File: src/rtl/w4823_pkg.sv
// Shared types and constants for the W4823 coefficient loader.
package w4823_pkg;

  localparam int COEF_W  = 17;
  localparam int CADDR_W = 6;
  localparam int CNT_W   = 7;                 // holds 1..64
  localparam int MAX_N   = 64;
  localparam logic [7:0] HDR_DEF = 8'hA5;

  typedef enum logic [3:0] {
    S_IDLE,
    S_CNT,
    S_ADR,
    S_B0,
    S_B1,
    S_B2,
    S_LOAD,
    S_GAP,
    S_CSUM
  } state_e;

  typedef enum logic [2:0] {
    ERR_NONE   = 3'd0,
    ERR_BADCNT = 3'd1,
    ERR_PAD    = 3'd2,
    ERR_CSUM   = 3'd3,
    ERR_TMO    = 3'd4
  } err_e;

  // Coefficient count must be in 1..64.
  function automatic logic cnt_ok(input logic [7:0] n);
    return (n != 8'd0) && (n <= 8'(MAX_N));
  endfunction

endpackage

File: src/rtl/w4823_byte_tmo.sv
// Loadable down-counter that flags expiry of the inter-byte idle budget.
module w4823_byte_tmo #(
  parameter int W = 11
) (
  input  logic         clk1,
  input  logic         rst_n,
  input  logic         load_i,
  input  logic [W-1:0] load_val_i,
  input  logic         en_i,
  output logic         expired_o
);

  logic [W-1:0] cnt_q;

  // Reload on demand, otherwise count down and park at zero.
  always_ff @(posedge clk1 or negedge rst_n) begin
    if (!rst_n) begin
      cnt_q <= '0;
    end else if (load_i) begin
      cnt_q <= load_val_i;
    end else if (en_i && (cnt_q != '0)) begin
      cnt_q <= cnt_q - 1'b1;
    end
  end

  assign expired_o = (cnt_q == '0);

endmodule

File: src/rtl/w4823_coef_loader.sv
// Parses framed coefficient packets from a host byte stream and drives the
// FIR coefficient RAM write port one coefficient per cload pulse.
module w4823_coef_loader
  import w4823_pkg::*;
#(
  parameter int         CLOAD_GAP = 2,
  parameter int         TIMEOUT   = 1024,
  parameter logic [7:0] HDR       = HDR_DEF
) (
  input  logic               clk1,
  input  logic               rst_n,
  input  logic [7:0]         bin,
  input  logic               bin_valid,
  output logic               bin_ready,
  output logic [COEF_W-1:0]  cin,
  output logic [CADDR_W-1:0] caddr,
  output logic               cload,
  output logic               busy,
  output logic               done,
  output logic               err,
  output logic [2:0]         err_code
);

  localparam int TW = $clog2(TIMEOUT + 1);

  state_e               state_q, state_d;
  logic                 bin_ready_q, busy_q, cload_q, done_q, err_q;
  err_e                 err_code_q;
  logic [COEF_W-1:0]    cin_q;
  logic [CADDR_W-1:0]   caddr_q, addr_q;
  logic [CNT_W-1:0]     cnt_q;
  logic [3:0]           gap_q;
  logic [15:0]          coef_q;
  logic [7:0]           xor_q;

  logic hs, counting, tmo_exp, tmo_hit;

  assign hs       = bin_valid && bin_ready_q;
  // The idle budget only runs while waiting on the host inside a frame.
  assign counting = (state_q != S_IDLE) && (state_q != S_LOAD) && (state_q != S_GAP);
  assign tmo_hit  = counting && !hs && tmo_exp;

  w4823_byte_tmo #(.W(TW)) u_tmo (
    .clk1       (clk1),
    .rst_n      (rst_n),
    .load_i     (hs || !counting),
    .load_val_i (TW'(TIMEOUT - 1)),
    .en_i       (counting && !hs),
    .expired_o  (tmo_exp)
  );

  // Next-state selection; any abort lands back in IDLE.
  always_comb begin
    state_d = state_q;
    case (state_q)
      S_IDLE: if (hs && (bin == HDR)) state_d = S_CNT;
      S_CNT:  if (hs) state_d = cnt_ok(bin) ? S_ADR : S_IDLE;
      S_ADR:  if (hs) state_d = S_B0;
      S_B0:   if (hs) state_d = S_B1;
      S_B1:   if (hs) state_d = S_B2;
      S_B2:   if (hs) state_d = (bin[7:1] != 7'd0) ? S_IDLE : S_LOAD;
      // cnt_q is decremented on leaving LOAD, so test against 1 here.
      S_LOAD: begin
        if (CLOAD_GAP != 0)     state_d = S_GAP;
        else if (cnt_q > 7'd1)  state_d = S_B0;
        else                    state_d = S_CSUM;
      end
      S_GAP:  if (gap_q == 4'd0) state_d = (cnt_q != '0) ? S_B0 : S_CSUM;
      S_CSUM: if (hs) state_d = S_IDLE;
      default: state_d = S_IDLE;
    endcase
    if (tmo_hit) state_d = S_IDLE;
  end

  // State register, datapath and registered outputs.
  always_ff @(posedge clk1 or negedge rst_n) begin
    if (!rst_n) begin
      state_q     <= S_IDLE;
      bin_ready_q <= 1'b1;
      busy_q      <= 1'b0;
      cload_q     <= 1'b0;
      done_q      <= 1'b0;
      err_q       <= 1'b0;
      err_code_q  <= ERR_NONE;
      cin_q       <= '0;
      caddr_q     <= '0;
      addr_q      <= '0;
      cnt_q       <= '0;
      gap_q       <= '0;
      coef_q      <= '0;
      xor_q       <= '0;
    end else begin
      state_q     <= state_d;
      bin_ready_q <= (state_d != S_LOAD) && (state_d != S_GAP);
      busy_q      <= (state_d != S_IDLE);
      cload_q     <= 1'b0;
      done_q      <= 1'b0;
      err_q       <= 1'b0;
      if (tmo_hit) begin
        err_q      <= 1'b1;
        err_code_q <= ERR_TMO;
      end else begin
        case (state_q)
          S_IDLE: if (hs && (bin == HDR)) xor_q <= '0;
          S_CNT: begin
            if (hs) begin
              if (!cnt_ok(bin)) begin
                err_q      <= 1'b1;
                err_code_q <= ERR_BADCNT;
              end else begin
                cnt_q <= bin[CNT_W-1:0];
              end
            end
          end
          S_ADR: if (hs) addr_q <= bin[CADDR_W-1:0];
          S_B0: begin
            if (hs) begin
              coef_q[7:0] <= bin;
              xor_q       <= xor_q ^ bin;
            end
          end
          S_B1: begin
            if (hs) begin
              coef_q[15:8] <= bin;
              xor_q        <= xor_q ^ bin;
            end
          end
          S_B2: begin
            if (hs) begin
              xor_q <= xor_q ^ bin;
              if (bin[7:1] != 7'd0) begin
                err_q      <= 1'b1;
                err_code_q <= ERR_PAD;
              end else begin
                cin_q   <= {bin[0], coef_q};
                caddr_q <= addr_q;
                cload_q <= 1'b1;
              end
            end
          end
          S_LOAD: begin
            addr_q <= addr_q + 1'b1;        // wraps 63 -> 0
            cnt_q  <= cnt_q - 1'b1;
            if (CLOAD_GAP != 0) gap_q <= 4'(CLOAD_GAP - 1);
          end
          S_GAP: if (gap_q != 4'd0) gap_q <= gap_q - 1'b1;
          S_CSUM: begin
            if (hs) begin
              if (bin == xor_q) begin
                done_q <= 1'b1;
              end else begin
                err_q      <= 1'b1;
                err_code_q <= ERR_CSUM;
              end
            end
          end
          default: ;
        endcase
      end
    end
  end

  assign bin_ready = bin_ready_q;
  assign busy      = busy_q;
  assign cload     = cload_q;
  assign done      = done_q;
  assign err       = err_q;
  assign err_code  = err_code_q;
  assign cin       = cin_q;
  assign caddr     = caddr_q;

endmodule

File: config.mk
export PLATFORM = sky130hd
export DESIGN_NAME = w4823_coef_loader
export DESIGN_NICKNAME = d
export VERILOG_FILES = /design/src/rtl/w4823_pkg.sv /design/src/rtl/w4823_byte_tmo.sv /design/src/rtl/w4823_coef_loader.sv
export SDC_FILE = /design/constraint.sdc
export NUM_CORES = 1
export LEC_CHECK = 0
export BUFFER_PORTS_ARGS = -buffer_cell sky130_fd_sc_hd__buf_2
export CAP_MARGIN = 20
export CORE_MARGIN = 2
export CORE_UTILIZATION = 50
export CTS_CLUSTER_SIZE = 24
export DETAILED_ROUTE_END_ITERATION = 8
export PLACE_DENSITY = 0.69
export SLEW_MARGIN = 40
export SYNTH_ARGS = -nofsm -noshare
export SYNTH_HDL_FRONTEND = slang
export SYNTH_SLANG_ARGS = --single-unit
File: constraint.sdc
create_clock -name clk1 -period 2.7 [get_ports clk1]
set_input_delay 0.405 -clock clk1 [delete_from_list [all_inputs] [get_ports clk1]]
set_output_delay 0.405 -clock clk1 [all_outputs]
set_load 0.1 [all_outputs]
==> run metrics, run 1 <==
hold_ws=0.0224 ns; gp weighted congestion=0.818; via/cell ratio=5.63; layout cell share with drive strength beyond 1=21.8%; cells after synthesis=441; Area Growth Syn to Fin=14.5%; EDFF count, synth=0; CP arrival=2.75 ns; Seq. cell area=0.00218 mm2; DRT antenna net count=0; Hold Violations, Final=0; status=complete, no violations; post-synth cell types=61; Hold-fix buffers, CTS=0; Design Area, Final=roughly 0.005 mm2; # IOs=42; Sw Pwr=1.27 mW; total chip power=3.80 mW; Least-Margin Pin Slew=~0.54 ns; fmax=a little under 400 MHz; Clock power frac=between 20% and 30%; initial cell density of the core=52.1%; PortBufs=41; post-synthesis sequential area ratio=50.6%; CP required=just under 3 ns; syn_area_per_cell=9.75 um2; first-pass GRT wire length=16,000 um; min cycle time layout=2.52 ns; HPWL Detailed=6420 um; worst r2r dst=busy; antenna violations before repair=0; TritonCTS Sinks=87; CTS Buffer Depth=2; vias=3,376; vias in the first global route=3,242; deepest level of the CTS H-tree=3; Max-cap violations=0; largest net degree at the start of global routing=47; area of the core=0.00826 mm2; Row Count=33; P_leak=around 2.4 nW; Multi-input gate area=0.00199 mm2; CTS root buf=clkbuf_8; Reg2Reg Depth=8; Die Area=0.00936 mm2; post-CTS setup buffer count=0; sequential fraction of design power=between 40% and 50%; Routed WL per cell=15.3 um; die width=96.8 um; Antenna Cells=0; final setup fails=0; worst slack at placement=between 0.15 and 0.2 ns; Slew HR=between 60% and 70%; Slew Limit Fails=0; post-route DRC violation count=0; worst skew pair latency=0.35 ns; Worst Clk Skew=0.00724 ns; Die Y=96.8 um; Syn Nets=between 400 and 500; Setup crit start kind=flop; critical path endpoint category=flop; DP Area=roughly 0.0047 mm2; total iterations of the first detailed-routing run=4; RSZ-0062 raised after global routing=false; sw frac=between 30% and 40%; Comb pwr share=27.7%; Nets=507; Seq cells post-synth=87; TritonCTS Buffers=9; Synthesis Warnings=0; CTS tree=yes; Detailed Route WL=9200 um; Tot GR Track Use=approximately a fifth; PD cells=770 mW/mm2; Max VDD drop=0.420 mV; Syn Std Cell Area=0.00430 mm2; GRT Residual Overflow=0; 1st-iter DRT viols=181; asr flop ratio synth=100%; final worst-path cycle share=between 90% and 100%; R2R Setup Slk=0.18 ns; ys flop type=dfrtp_1; fin worst setup slack=0.177 ns; Worst R2R Start=cnt_q[0]; WS Path Type=reg -> reg; Fillers=724; post-CTS sizing=0; Int Pwr=between 2 and 3 mW; Worst-path clk slew=approximately 0.090 ns; final setup TNS=0 ns; Max Fanout on Critical Path=6; HP Class=in -> async
-- through the flow --
stage / instances / utilization [%]
floorplan: 441 / -
global placement: 585 / 57.0
detailed placement: 585 / 57.0
CTS: 600 / 59.7
global route: 600 / 59.7
finish: 600 / 59.7
-- power groups by stage --
stage | clock (mW) | sequential (mW) | combinational, mW
final | 0.997 | 1.74 | 1.05
after global routing | 1.09 | 1.78 | 1.16
after CTS | 1.03 | 1.74 | 1.05
after detailed placement | 0 | 1.76 | 1.05
after global placement | 0 | 1.75 | 1.02
after floorplan | 0 | 1.84 | 0.700
-- Yosys cell counts, types with 4 or more instances --
library cell | count | share of area [%]
a21o_1 | 8 | 1.4
xor2_1 | 4 | 0.81
dfrtp_1 | 86 | 50
mux2i_1 | 4 | 0.93
o21ai_0 | 16 | 1.9
nand3_1 | 14 | 1.6
clkbuf_1 | 14 | 1.2
xnor2_1 | 11 | 2.2
nand2_1 | 85 | 7.4
inv_1 | 10 | 0.87
nand4_1 | 6 | 0.87
ha_1 | 5 | 1.5
buf_2 | 4 | 0.47
nor3_1 | 12 | 1.4
nand2b_1 | 8 | 1.2
nor2b_1 | 4 | 0.58
o22ai_1 | 4 | 0.58
nor3b_1 | 8 | 1.4
and3_1 | 4 | 0.58
or3_1 | 6 | 0.87
mux2_2 | 21 | 5.5
nor2_1 | 29 | 2.5
o21ai_1 | 11 | 1.3
a21oi_1 | 15 | 1.7
a31oi_1 | 5 | 0.73
-- kinds of logic after synthesis --
family          Yosys count  synth area share [%]
simple gates            197                  23.2
fa+ha+maj                 5                  1.45
mux                      26                  6.69
buf+inv                  33                  3.17
xor+xnor                 15                  3.05
compound gates           78                  11.8
flops                    87                  50.6
-- metal layers --
metal | GRT usage (%) | share of wire [%]
met5 | 0 | 0
met4 | 5.31 | 1.2
met3 | 4.48 | 4.1
met2 | 31.7 | 46
met1 | 30.4 | 49
-- critical path, cell delays in order, from the launching register on --
cell and delay [ns]:
dfrtp_1 0.43, inv_1 0.08, ha_1 0.16, nand2b_1 0.11
nor4b_2 0.37, a41oi_1 0.16, or3_4 0.44, nor2b_4 0.14
or4_4 0.50
-- sequential cells by signal, summed over array words and instances (netlist names) --
register / flops
addr_q: 6
bin_ready: 1
busy: 1
caddr: 6
cin: 17
cload: 1
cnt_q: 7
coef_q: 16
done: 1
err: 1
err_code: 3
gap_q: 4
state_q: 4
u_tmo.cnt_q: 11
xor_q: 8
-- how the worst max path moves through the flow --
stage                         start  endpoint  slack, ns  cells past startpoint
after CTS                  cnt_q[0]      busy       0.16                      8
final                      cnt_q[0]      busy       0.18                      8
after global placement       bin[1]      busy       0.20                      7
after global routing       cnt_q[0]      busy       0.01                      8
after detailed placement     bin[1]  cnt_q[3]       0.16                      7
after floorplan           bin_ready  gap_q[1]       0.13                      7
-- area by class of cell --
cell class	instances	share of cell area, %
clock buffers	10	2.79
multi-input cells	321	40.3
inverters	11	0.838
clock inverters	5	1.65
flip-flops and latches	87	44.2
repair buffers	61	7.52
well taps	105	2.67
-- cell usage in the layout, fill, tap and decap left out, types with 11 or more instances in the layout --
master	n
buf_4	20
o21ai_1	11
nor2_1	29
nor3_1	12
o21ai_0	16
nand2_1	85
nand3_1	14
xnor2_1	11
a21oi_1	15
dfrtp_1	86
mux2_2	21
buf_2	40
(Power assumes the default switching activity.)
==> inputs of run 2 (changes only) <==
- PLACE_DENSITY: 0.69 -> 0.72
- clock period: 2.7 -> 2 ns (I/O delays scaled with it)
==> run 2 against run 1 <==
The flow now finishes with violations (setup timing). Clock skew is 0.010 ns higher. Combinational power grew 82%. Clock power increased by 26%. Power is 46% higher. Via count rose by 11%. Non-clock buffer count grew 66. Sequential power is 36% higher. Critical endpoint unchanged.
==> run metrics, run 2 (synthesis gave the netlist of run 1 again) <==
post-route DRC violation count=0; deepest level of the CTS H-tree=3; fmax=438 MHz; gp weighted congestion=0.942; Nets=573; DP Area=0.00522 mm2; CP required=2.22 ns; TritonCTS Sinks=87; first-pass GRT wire length=17,600 um; total iterations of the first detailed-routing run=4; Worst-path clk slew=about 0.090 ns; layout cell share with drive strength beyond 1=between 30% and 40%; CP arrival=2.51 ns; WS Path Type=reg -> reg; Detailed Route WL=~10,000 um; area of the core=0.00826 mm2; CTS root buf=clkbuf_8; CP Depth=8; Die Y=96.8 um; Hold Violations, Final=0; Fillers=655; TritonCTS Buffers=9; worst min-delay path startpoint=bin[7]; HP Class=in -> reg; Setup crit start kind=flop; CTS tree=yes; min cycle time layout=2.28 ns; critical path endpoint category=flop; Slowest-stage cell, CP=dfrtp_1; Non-Filler Instances=667; Least-Margin Pin Slew=roughly 0.6 ns; # IOs=42; vias=3,740; final worst-path cycle share=114%; Worst R2R Start=cnt_q[1]; RSZ-0062 raised after global routing=true; Largest stage delay, worst path=0.40 ns; PD cells=979 mW/mm2; most common cell after layout, fill and taps aside=dfrtp_1; HPWL Detailed=7380 um; fin worst setup slack=-0.282 ns; commonest non-fill, non-tap cells in the layout=86 x dfrtp_1, 83 x nand2_1, 80 x buf_4, 40 x buf_2, 28 x nor2_1; Max Fanout on Critical Path=4; Worst Path Buf+Inv=1; Row Count=33; Max VDD drop=0.597 mV; failing checks=setup timing; vias in the first global route=3,704; largest net degree at the start of global routing=40; Reg2Reg Depth=8; Slew HR=60.4%; hold path endpoint=coef_q[7]; Slew Limit Fails=0; Routed WL per cell=15.7 um; Worst Clk Skew=~0.017 ns; initial cell density of the core=52.1%; PortBufs=41; worst skew pair latency=0.36 ns; final setup fails=12; worst slack at placement=-0.321 ns; 1st-iter DRT viols=214; Antenna Cells=0; CTS Buffer Depth=2; via/cell ratio=5.61; Cell Chain, Critical Path=inv_2, ha_4, nand2b_4, nor4b_4, a41oi_2, or3_4, nor2b_4, or4_4; CP top delay family=simple AND/OR/NAND/NOR gates; GRT Residual Overflow=0; P_leak=2.81 nW; total chip power=5.53 mW; Tot GR Track Use=approximately 23%; worst r2r dst=busy; max FFs per register=17; Area Growth Syn to Fin=31.3%; die width=96.8 um; Design Area, Final=0.00565 mm2; antenna violations before repair=0; R2R Setup Slk=-0.28 ns; DRT antenna net count=0; Max-cap violations=0; status=complete, but fails checks; Die Area=0.00936 mm2; Hold Crit Depth=3; dpl cells=641
[run 2: changes by cell type in the layout (fill, tap and decap cells not counted), sizes merged]
cell / previous run / this run
buf: 61 / 126
bufinv: 2 / 1
clkbuf: 10 / 9
clkinv: 2 / 3
clkinvlp: 1 / 0
dlygate4sd3: 0 / 1
inv: 11 / 14
[run 2: power by group]
part	internal, mW	leakage (nW)	total, mW	switching, mW
Sequential	2.09	1.11	2.36	0.271
Combinational	0.898	1.60	1.91	1.01
Clock	0.591	0.105	1.26	0.669
[run 2: area by class of cell]
type	count	area (um2)	share of cell area, %
multi-input cells	321	2180	38.6
clock buffers	9	124	2.19
inverters	11	41.3	0.731
clock inverters	7	75.1	1.33
well taps	105	131	2.33
repair buffers	127	913	16.2
flip-flops and latches	87	2180	38.6
[run 2: how the worst max path moves through the flow]
stage,to,start
floorplan,busy,bin[3]
global placement,busy,bin[3]
detailed placement,cnt_q[0],bin[3]
CTS,busy,cnt_q[0]
global route,busy,cnt_q[1]
finish,busy,cnt_q[1]
[run 2: metal layers]
layer	track usage (%)	vias to the layer above	part of all wire [%]
met5	0	-	0
met4	7.58	0	1.6
met3	4.26	21	5.6
met2	37.9	136	50
met1	30.1	1814	43
li1	-	1769	-
[run 2: repair_timing]
item	CTS	global route
endpoints found under the hold margin	37	0
hold buffers	1	0
setup endpoints to repair	37	26
pin swaps	9	11
buffers inserted	4	5
resized for setup	19	15
gates cloned	1	0
[run 2: worst reg2reg max path, cell delays in order (launching register included)]
cell	delay, ns
dfrtp_1	0.40
inv_2	0.07
ha_4	0.14
nand2b_4	0.06
nor4b_4	0.36
a41oi_2	0.17
or3_4	0.41
nor2b_4	0.14
or4_4	0.40
[run 2: per-stage QoR]
| step | setup TNS (ns) | utilization [%] | hold WS [ns] |
|---|---|---|---|
| floorplan | -1.89 | - | 0.00441 |
| global placement | -5.37 | 63.3 | 0.294 |
| detailed placement | -5.35 | 63.3 | 0.292 |
| CTS | -1.30 | 67.2 | 0.300 |
| global route | -2.48 | 68.4 | 0.357 |
| finish | -1.76 | 68.4 | 0.315 |
